==> config.mk <==
export PLATFORM = sky130hd
export DESIGN_NAME = capsense_scanner
export DESIGN_NICKNAME = d
export VERILOG_FILES = /design/src/rtl/capsense_scanner.sv
export SDC_FILE = /design/constraint.sdc
export NUM_CORES = 1
export LEC_CHECK = 0
export CAP_MARGIN = 15
export CORE_MARGIN = 2
export CORE_UTILIZATION = 35
export CTS_BUF_LIST = sky130_fd_sc_hd__clkbuf_16
export DETAILED_ROUTE_END_ITERATION = 6
export SETUP_SLACK_MARGIN = 0.1
export SLEW_MARGIN = 40
export SYNTH_ARGS = -nofsm -noshare
export SYNTH_HDL_FRONTEND = slang
export SYNTH_SLANG_ARGS = --single-unit
export TNS_END_PERCENT = 20
==> constraint.sdc <==
create_clock -name clk_i -period 12.5 [get_ports clk_i]
set_input_delay 3.75 -clock clk_i [delete_from_list [all_inputs] [get_ports clk_i]]
set_output_delay 3.75 -clock clk_i [all_outputs]
set_load 0.02 [all_outputs]
==> src/rtl/capsense_scanner.sv <==
// Round-robin capacitive pad scanner: discharge, release, count prescaled ticks until the pad reads
// high, learn per-pad baselines during calibration and publish a hysteretic touched bitmap.
module capsense_scanner #(
  parameter int unsigned NumCh      = 4,
  parameter int unsigned CntW       = 8,
  parameter int unsigned TickDiv    = 32,
  parameter int unsigned DriveTicks = 3,
  parameter int unsigned Timeout    = 255,
  parameter int unsigned Thresh     = 3,
  parameter int unsigned Hyst       = 1,
  parameter int unsigned CalScans   = 4
) (
  input  logic             clk_i,
  input  logic             rst_ni,
  input  logic             enable_i,
  input  logic [NumCh-1:0] sense_i,
  output logic [NumCh-1:0] drive_oe_o,
  output logic [CntW-1:0]  count_o,
  output logic [2:0]       count_ch_o,
  output logic             count_valid_o,
  output logic             timeout_o,
  output logic [NumCh-1:0] touched_o,
  output logic             cal_done_o,
  output logic             scan_done_o
);

  localparam int unsigned ChW  = (NumCh > 1) ? $clog2(NumCh) : 1;
  localparam int unsigned PreW = $clog2(TickDiv);
  localparam int unsigned DcW  = $clog2(DriveTicks + 1);
  localparam int unsigned ScW  = $clog2(CalScans + 1);

  typedef enum logic [1:0] {StIdle, StDrive, StSample, StStore} state_e;

  state_e state_q, state_d;

  logic [PreW-1:0]  pre_q;
  logic             tick;
  logic [NumCh-1:0] sync1_q, sync2_q;

  logic [ChW-1:0]   ch_q, ch_d;
  logic [DcW-1:0]   dcnt_q, dcnt_d;
  logic [CntW-1:0]  cnt_q, cnt_d;
  logic             to_q, to_d;
  logic [CntW-1:0]  base_q [NumCh];
  logic [CntW-1:0]  base_d [NumCh];
  logic [NumCh-1:0] touched_q, touched_d;
  logic             cal_done_q, cal_done_d;
  logic [ScW-1:0]   scans_q, scans_d;
  logic [CntW-1:0]  count_q, count_d;
  logic [2:0]       count_ch_q, count_ch_d;
  logic             valid_q, valid_d;
  logic             timeout_q, timeout_d;
  logic             scan_done_q, scan_done_d;

  logic             sense_cur;
  logic             drive_last;
  logic             cnt_last;
  logic             ch_last;
  logic [CntW:0]    assert_lvl;
  logic [CntW:0]    release_lvl;
  logic [CntW:0]    cnt_ext;

  // Prescaler: tick is the single cycle where the divider wraps.
  always_ff @(posedge clk_i or negedge rst_ni) begin
    if (!rst_ni) begin
      pre_q <= '0;
    end else if (tick) begin
      pre_q <= '0;
    end else begin
      pre_q <= pre_q + PreW'(1);
    end
  end

  assign tick = (pre_q == PreW'(TickDiv - 1));

  always_ff @(posedge clk_i or negedge rst_ni) begin
    if (!rst_ni) begin
      sync1_q <= '0;
      sync2_q <= '0;
    end else begin
      sync1_q <= sense_i;
      sync2_q <= sync1_q;
    end
  end

  assign sense_cur  = sync2_q[ch_q];
  assign drive_last = (dcnt_q == DcW'(DriveTicks - 1));
  assign cnt_last   = (cnt_q == CntW'(Timeout - 1));
  assign ch_last    = (ch_q == ChW'(NumCh - 1));

  // One extra bit so a baseline near full scale cannot wrap the threshold.
  assign cnt_ext     = {1'b0, cnt_q};
  assign assert_lvl  = {1'b0, base_q[ch_q]} + (CntW + 1)'(Thresh);
  assign release_lvl = assert_lvl - (CntW + 1)'(Hyst);

  // FSM state register
  always_ff @(posedge clk_i or negedge rst_ni) begin
    if (!rst_ni) begin
      state_q <= StIdle;
    end else begin
      state_q <= state_d;
    end
  end

  // FSM next state
  always_comb begin
    state_d = state_q;
    unique case (state_q)
      StIdle: begin
        if (tick && enable_i) state_d = StDrive;
      end
      StDrive: begin
        if (tick && drive_last) state_d = StSample;
      end
      StSample: begin
        if (tick && (sense_cur || cnt_last)) state_d = StStore;
      end
      StStore: begin
        state_d = enable_i ? StDrive : StIdle;
      end
      default: state_d = StIdle;
    endcase
  end

  // FSM outputs: only the active channel's pad is pulled low, and only while driving.
  always_comb begin
    drive_oe_o = '0;
    unique case (state_q)
      StDrive: drive_oe_o = NumCh'(1) << ch_q;
      default: drive_oe_o = '0;
    endcase
  end

  // Datapath next state
  always_comb begin
    ch_d        = ch_q;
    dcnt_d      = dcnt_q;
    cnt_d       = cnt_q;
    to_d        = to_q;
    base_d      = base_q;
    touched_d   = touched_q;
    cal_done_d  = cal_done_q;
    scans_d     = scans_q;
    count_d     = count_q;
    count_ch_d  = count_ch_q;
    timeout_d   = timeout_q;
    valid_d     = 1'b0;
    scan_done_d = 1'b0;

    unique case (state_q)
      StIdle: begin
        // Each fresh start relearns the baselines from scratch.
        if (tick && enable_i) begin
          ch_d       = '0;
          dcnt_d     = '0;
          touched_d  = '0;
          cal_done_d = 1'b0;
          scans_d    = '0;
          for (int i = 0; i < NumCh; i++) begin
            base_d[i] = '1;
          end
        end
      end
      StDrive: begin
        if (tick) begin
          if (drive_last) begin
            cnt_d = '0;
            to_d  = 1'b0;
          end else begin
            dcnt_d = dcnt_q + DcW'(1);
          end
        end
      end
      StSample: begin
        if (tick && !sense_cur) begin
          if (cnt_last) begin
            cnt_d = CntW'(Timeout);
            to_d  = 1'b1;
          end else begin
            cnt_d = cnt_q + CntW'(1);
          end
        end
      end
      StStore: begin
        count_d    = cnt_q;
        count_ch_d = 3'(ch_q);
        timeout_d  = to_q;
        valid_d    = 1'b1;

        if (!cal_done_q) begin
          if (cnt_q < base_q[ch_q]) base_d[ch_q] = cnt_q;
        end else if (cnt_ext >= assert_lvl) begin
          touched_d[ch_q] = 1'b1;
        end else if (cnt_ext < release_lvl) begin
          touched_d[ch_q] = 1'b0;
        end

        if (ch_last) begin
          scan_done_d = 1'b1;
          if (!cal_done_q) begin
            scans_d = scans_q + ScW'(1);
            if ((scans_q + ScW'(1)) == ScW'(CalScans)) cal_done_d = 1'b1;
          end
        end

        if (enable_i) begin
          ch_d   = ch_last ? '0 : ch_q + ChW'(1);
          dcnt_d = '0;
        end
      end
      default: ;
    endcase
  end

  always_ff @(posedge clk_i or negedge rst_ni) begin
    if (!rst_ni) begin
      ch_q        <= '0;
      dcnt_q      <= '0;
      cnt_q       <= '0;
      to_q        <= 1'b0;
      touched_q   <= '0;
      cal_done_q  <= 1'b0;
      scans_q     <= '0;
      count_q     <= '0;
      count_ch_q  <= '0;
      valid_q     <= 1'b0;
      timeout_q   <= 1'b0;
      scan_done_q <= 1'b0;
      for (int i = 0; i < NumCh; i++) begin
        base_q[i] <= '1;
      end
    end else begin
      ch_q        <= ch_d;
      dcnt_q      <= dcnt_d;
      cnt_q       <= cnt_d;
      to_q        <= to_d;
      touched_q   <= touched_d;
      cal_done_q  <= cal_done_d;
      scans_q     <= scans_d;
      count_q     <= count_d;
      count_ch_q  <= count_ch_d;
      valid_q     <= valid_d;
      timeout_q   <= timeout_d;
      scan_done_q <= scan_done_d;
      for (int i = 0; i < NumCh; i++) begin
        base_q[i] <= base_d[i];
      end
    end
  end

  assign count_o       = count_q;
  assign count_ch_o    = count_ch_q;
  assign count_valid_o = valid_q;
  assign timeout_o     = timeout_q;
  assign touched_o     = touched_q;
  assign cal_done_o    = cal_done_q;
  assign scan_done_o   = scan_done_q;

endmodule

==> results of run 1 <==
routing by layer:
metal / track usage [%] / routed length (um) / vias up
met3: 2.54 / 293 / 12
met2: 23.3 / 4580 / 51
met5: 0 / 0 / -
li1: - / - / 1503
met1: 17.8 / 4270 / 1569
met4: 6.25 / 236 / 0
cells by family (layout without fill, tap and decap cells):
| logic type | Yosys count | after routing | synth area share (%) |
|---|---|---|---|
| mux | 56 | 56 | 15.7 |
| simple gates | 112 | 112 | 12.8 |
| compound gates | 66 | 66 | 10.0 |
| flops | 81 | 81 | 44.7 |
| fa+ha+maj | 42 | 42 | 11.3 |
| other cells | 1 | 1 | 0.0810 |
| xor+xnor | 12 | 12 | 2.60 |
| buf+inv | 29 | 67 | 2.84 |
critical path, delay by kind of cell, from the launching register on:
kind	cells	cell delay, ns
adders and majority gates	1	0.43
buffers and inverters	1	0.59
DFF	1	0.76
and+or+nand+nor	1	0.17
state kept, by name, summed over array words and instances, names as in the netlist, 2 cells and up:
name        flops
sync2_q         4
count_o         8
touched_o       4
cnt_q           8
base_q         32
pre_q           5
sync1_q         4
dcnt_q          2
scans_q         3
ch_q            2
state_q         2
count_ch_o      2
path summary, 6_finish.rpt:
check                                          start  slack, ns  depth (start not counted)                  endpoint
worst max-delay path             ch_q[1]$_DFFE_PN0P_       6.45                          3             drive_oe_o[3]
worst min-delay path            sync1_q[0]$_DFF_PN0_       0.35                          0      sync2_q[0]$_DFF_PN0_
worst max register to register   ch_q[0]$_DFFE_PN0P_       7.86                         17  touched_o[2]$_DFFE_PN0P_
worst min register to register  sync1_q[0]$_DFF_PN0_       0.35                          0      sync2_q[0]$_DFF_PN0_
max in group asynchronous                     rst_ni       8.64                          2    base_q[16]$_DFFE_PN1P_
min in group asynchronous                     rst_ni       3.25                          1    count_o[3]$_DFFE_PN0P_
report_power, final:
group / internal [mW] / leakage [nW] / switching (mW)
Clock: 0.134 / 0.127 / 0.105
Sequential: 0.362 / 0.975 / 0.0392
Combinational: 0.277 / 1.18 / 0.339
Total: 0.774 / 2.28 / 0.483
cells in the mapped netlist, drive strengths merged (2+ instances only):
library cell  instances
a21o                  3
a21oi                13
a22o                  2
a311oi                2
a31oi                 5
and2                  7
and3                  6
buf                   4
clkbuf                5
clkinv                2
dfrtp                49
dfstp                32
ha                   41
inv                  18
mux2                 46
mux2i                 2
mux4                  8
nand2                30
nand2b               12
nand3                 8
nand4                 5
nor2                 22
nor2b                 4
nor3                 12
nor4                  2
o211ai                6
o21a                  6
o21ai                18
o22ai                 2
o31ai                 2
xnor2                10
xor2                  2
stage by stage:
step	total power [mW]	area (sq um)
floorplan	0.879	4630
global placement	1.00	5080
detailed placement	1.02	5090
CTS	1.27	5360
global route	1.36	5390
finish	1.26	5390
layout make-up:
cell class | count | share of cell area, %
Multi-Input combinational cell | 289 | 45.2
Sequential cell | 81 | 38.3
Timing Repair Buffer | 31 | 6.01
Clock buffer | 9 | 4.18
Tap cell | 176 | 4.08
Inverter | 20 | 1.39
Clock inverter | 7 | 0.835
==> impl_metrics.ini, run 1 <==
[run_status]
outcome = completed

[timing]
slew_viol_final = 0
setup_viol_count_final = 0
timing.final.ws_setup_ns = 6.45
finalWorstPathRequiredPeriod_ns = 6.05
rsz0062_at_grt = false
clock.fmax_mhz = 165
clock_skew_ns = 0.0120
holdWs_ns = 0.352
worst-slew-pin-transition_ns = 0.831
finalHoldViolCount = 0
timing.slew.headroom_pct = 44.3
setup_tns_ns = 0
fin_crit_sh_pct = 48.4

[clocking]
cts_hold_buffers = 0
postCtsResizedCells = 0
cts_setup_buffers = 0
clock-sinks = 81
number_of_clock_buffers_inserted_by_tritoncts = 9
root_buffer = sky130_fd_sc_hd__clkbuf_16
worst_setup_hold_path_clk_slew_ns = 0.07
clockBufferDepth = 2
tritoncts = yes
clk-insertion-delay-late_ns = 0.34
htree_depth = 3

[route]
drt-pass1-iter-count = 4
postRouteWirelength_um = 9380
vias_per_cell = 5.11
detailedRoute.firstIterationViolations = 177
post_drt_wl_per_cell_um = 15.3
drc = 0
routed-via-count = 3135
ant_nets = 0

[power]
total_leakage_power_nw = 2.28
power.density_cell_area_mw_per_mm2 = 233
max-vdd-ir-drop_mv = 0.0859

[layout]
layout_common_cells = 49 x sky130_fd_sc_hd__dfrtp_1, 44 x sky130_fd_sc_hd__mux2_2, 41 x sky130_fd_sc_hd__ha_1, 32 x sky130_fd_sc_hd__dfstp_2, 29 x sky130_fd_sc_hd__nand2_1
fraction_of_final_layout_cells_with_drive_strength_greater_than_1_pct = 28.4
finalCoreUtilization_pct = 41.2
register_area_sq_mm = 0.00207
nFillCells = 1196
layout.cells.non_filler = 613
finish.net_count = 480
multi_input_area_sq_mm = 0.00243
layout.cells.most_common = sky130_fd_sc_hd__dfrtp_1
area_growth_pct = 16.5
diode_insertion_count_for_antenna_repair = 0

[place]
worst_slack_at_placement_ns = 6.58
place.port_buffers = 28
gp_congestion = 0.777
dp_hpwl_um = 6760
post-place-cells = 596

[floorplanning]
die_area_sq_mm = 0.0142
fp.dieH_um = 119
placement_rows = 42
die_w_um = 119
pin_count = 30
core_area_sq_mm = 0.0131
start_util_pct = 35.4

[synthesis]
synth_enable_flop_cells = 0
synth_top_area_cell = sky130_fd_sc_hd__dfrtp_1
synth_warnings = 0
netlist_top_cells_area = sky130_fd_sc_hd__dfrtp_1 26%, sky130_fd_sc_hd__dfstp_2 18%, sky130_fd_sc_hd__ha_1 11%
sequential_area_share_after_synthesis_pct = 44.7
postSynth.topFlopCell = sky130_fd_sc_hd__dfrtp_1
mappedNetlistArea_sq_mm = 0.00463
synthArstFlopShare_pct = 100
yosysTopAreaCellShare_pct = 26.5
synth-seq-cells = 81
synth.distinct_cells = 57
synth_fp_nets = 447
synth_area_per_cell_sq_um = 11.6
syn_inst = 399

[setup_path]
startpoint_type = flop
timing.critical_path.cells = ha_1 -> and2_1 -> clkdlybuf4s50_1
endpoint_kind = output port
cpMaxStageDelayCell = sky130_fd_sc_hd__dfrtp_1
arrival_ns = 2.30
critPathMaxStageDelay_ns = 0.76
critPathKind = flop to output port
cp_data_required_time_ns = 8.75
path_max_fanout = 15

[global_route]
grt_max_degree = 82
track_usage_pct = 14.0
grt_antenna_before_repair = 0
gr-total-overflow = 0
vias_in_the_first_global_route = 3080
first_pass_grt_wire_length_um = 15700

[hold_path]
min-delay-path-class = flop to flop

[flow_run]
number_of_max_cap_violations = 0
Note: power is estimated with default switching activity, not from simulation.
==> inputs of run 2 (changes only) <==
==> constraint.sdc (replaced) <==
create_clock -name clk_i -period 5.9 [get_ports clk_i]
set_input_delay 1.77 -clock clk_i [delete_from_list [all_inputs] [get_ports clk_i]]
set_output_delay 1.77 -clock clk_i [all_outputs]
set_load 0.02 [all_outputs]
==> run 2 against run 1 <==
Flip-flop and latch count unchanged. Largest cell class unchanged. Wire length increased by 2.7%. Setup slack got worse by 4.8 ns. Hold slack got worse by 0.00060 ns.
==> impl_metrics.ini, run 2 (synthesis gave the netlist of run 1 again) <==
[clocking]
clock-sinks = 81
worst_setup_hold_path_clk_slew_ns = 0.07
htree_depth = 3
cts_hold_buffers = 0
cts_setup_buffers = 0
tritoncts = yes
root_buffer = sky130_fd_sc_hd__clkbuf_16
clockBufferDepth = 2
postCtsResizedCells = 0
clk-insertion-delay-late_ns = 0.34
number_of_clock_buffers_inserted_by_tritoncts = 9

[layout]
finalCoreUtilization_pct = 41.6
layout.cells.most_common = sky130_fd_sc_hd__dfrtp_1
largest_reg_flops = 32
register_area_sq_mm = 0.00207
finish.net_count = 482
area_growth_pct = 17.7
fraction_of_final_layout_cells_with_drive_strength_greater_than_1_pct = 28.9
largest-register = base_q
nFillCells = 1202
diode_insertion_count_for_antenna_repair = 0
multi_input_area_sq_mm = 0.00244
layout_common_cells = 49 x sky130_fd_sc_hd__dfrtp_1, 44 x sky130_fd_sc_hd__mux2_2, 41 x sky130_fd_sc_hd__ha_1, 32 x sky130_fd_sc_hd__dfstp_2, 29 x sky130_fd_sc_hd__nand2_1

[route]
routed-via-count = 3130
vias_per_cell = 5.09
post_drt_wl_per_cell_um = 15.7
drc = 0
drt-pass1-iter-count = 4
postRouteWirelength_um = 9640
detailedRoute.firstIterationViolations = 152
ant_nets = 0

[setup_path]
critPathMaxStageDelay_ns = 0.57
endpoint_kind = flop
number_of_buffers_and_inverters_on_the_critical_path = 2
cp_data_required_time_ns = 6.11
cpMaxStageDelayCell = sky130_fd_sc_hd__mux4_2
critPathKind = flop to flop
timing.critical_path.cells = buf_4 -> mux4_2 -> inv_1 -> ha_1 -> nor2b_1 -> a221oi_4 -> xnor2_1 -> nor3_1 -> nand2_1 -> xnor2_1 -> ha_1 -> a21oi_1 -> o21ai_0 -> a21o_1 -> a21oi_1 -> a31oi_1 -> a31oi_2 -> o211ai_1
worst_reg2reg_path_startpoint = ch_q[0]$_DFFE_PN0P_
cp_top_family = compound AO/OA/AOI/OAI gates
arrival_ns = 4.51
r2r_setup_slack_ns = 1.61
regToRegEndpoint = touched_o[3]$_DFFE_PN0P_
worst-r2r-cell-count = 18
path_max_fanout = 16
startpoint_type = flop

[timing]
finalWorstPathRequiredPeriod_ns = 4.29
fin_crit_sh_pct = 72.8
worst-slew-pin-transition_ns = 0.820
rsz0062_at_grt = false
clock_skew_ns = 0.00850
setup_viol_count_final = 0
clock.fmax_mhz = 233
timing.slew.headroom_pct = 45.0
finalHoldViolCount = 0
setup_tns_ns = 0
slew_viol_final = 0

[hold_path]
end_point_of_the_worst_hold_path = sync2_q[3]$_DFF_PN0_
whs_path_depth = 0
holdCritStartpoint = sync1_q[3]$_DFF_PN0_
min-delay-path-class = flop to flop

[place]
place.port_buffers = 28
gp_congestion = 0.795
dp_hpwl_um = 6880

[power]
power.density_cell_area_mw_per_mm2 = 503
total_leakage_power_nw = 2.31
max-vdd-ir-drop_mv = 0.215

[global_route]
grt_max_degree = 82
grt_antenna_before_repair = 0
track_usage_pct = 14.7
first_pass_grt_wire_length_um = 16400
gr-total-overflow = 0
vias_in_the_first_global_route = 3189

[floorplanning]
placement_rows = 42
die_w_um = 119
die_area_sq_mm = 0.0142
start_util_pct = 35.4
fp.dieH_um = 119
pin_count = 30
core_area_sq_mm = 0.0131

[flow_run]
number_of_max_cap_violations = 0

[run_status]
outcome = completed
## run 2: through the flow
step	cell area, sq um	hold WS [ns]	power [mW]	instances	worst slack (ns)
floorplan	4630	0.331	1.86	399	1.98
global placement	5100	0.335	2.13	598	1.75
detailed placement	5100	0.339	2.17	598	1.57
CTS	5410	0.354	2.76	614	1.54
global route	5450	0.359	2.95	615	1.12
finish	5450	0.352	2.74	615	1.61
## run 2: worst max path at each step
stage | from | cells past startpoint | to | slack [ns]
finish | ch_q[0]$_DFFE_PN0P_ | 18 | touched_o[3]$_DFFE_PN0P_ | 1.61
global route | ch_q[0]$_DFFE_PN0P_ | 18 | touched_o[1]$_DFFE_PN0P_ | 1.12
CTS | ch_q[0]$_DFFE_PN0P_ | 18 | touched_o[3]$_DFFE_PN0P_ | 1.54
detailed placement | ch_q[0]$_DFFE_PN0P_ | 18 | touched_o[3]$_DFFE_PN0P_ | 1.57
global placement | ch_q[0]$_DFFE_PN0P_ | 18 | touched_o[2]$_DFFE_PN0P_ | 1.75
floorplan | ch_q[0]$_DFFE_PN0P_ | 17 | touched_o[0]$_DFFE_PN0P_ | 1.98
## run 2: cell type report
type | count | share of cell area [%]
well taps | 176 | 4.04
repair buffers | 33 | 6.23
multi-input cells | 289 | 44.7
inverters | 20 | 1.38
clock inverters | 7 | 1.54
clock buffers | 9 | 4.14
flip-flops and latches | 81 | 38.0
## run 2: worst reg2reg max path: cells and delay by family, from the launching register on
kind                       cells  cell delay, ns
and+or+nand+nor                3            0.64
muxes                          1            0.57
xor gates and xnor gates       2            0.32
AOI/OAI and AO/OA              8            1.36
buffers and inverters          2            0.44
adders and majority gates      2            0.48
DFF                            1            0.37
## run 2: power breakdown
part	internal [mW]	switching [mW]
logic	0.590	0.731
registers	0.768	0.0730
clock network	0.335	0.241
total	1.69	1.05
## run 2: layer usage
layer | vias to the layer above | part of all wire (%) | wire, um | global-route usage, %
met3 | 8 | 2.0 | 193 | 2.92
met5 | - | 0 | 0 | 0
met2 | 34 | 49 | 4740 | 24.0
met4 | 0 | 1.3 | 124 | 4.69
li1 | 1511 | - | - | -
met1 | 1577 | 48 | 4580 | 19.5
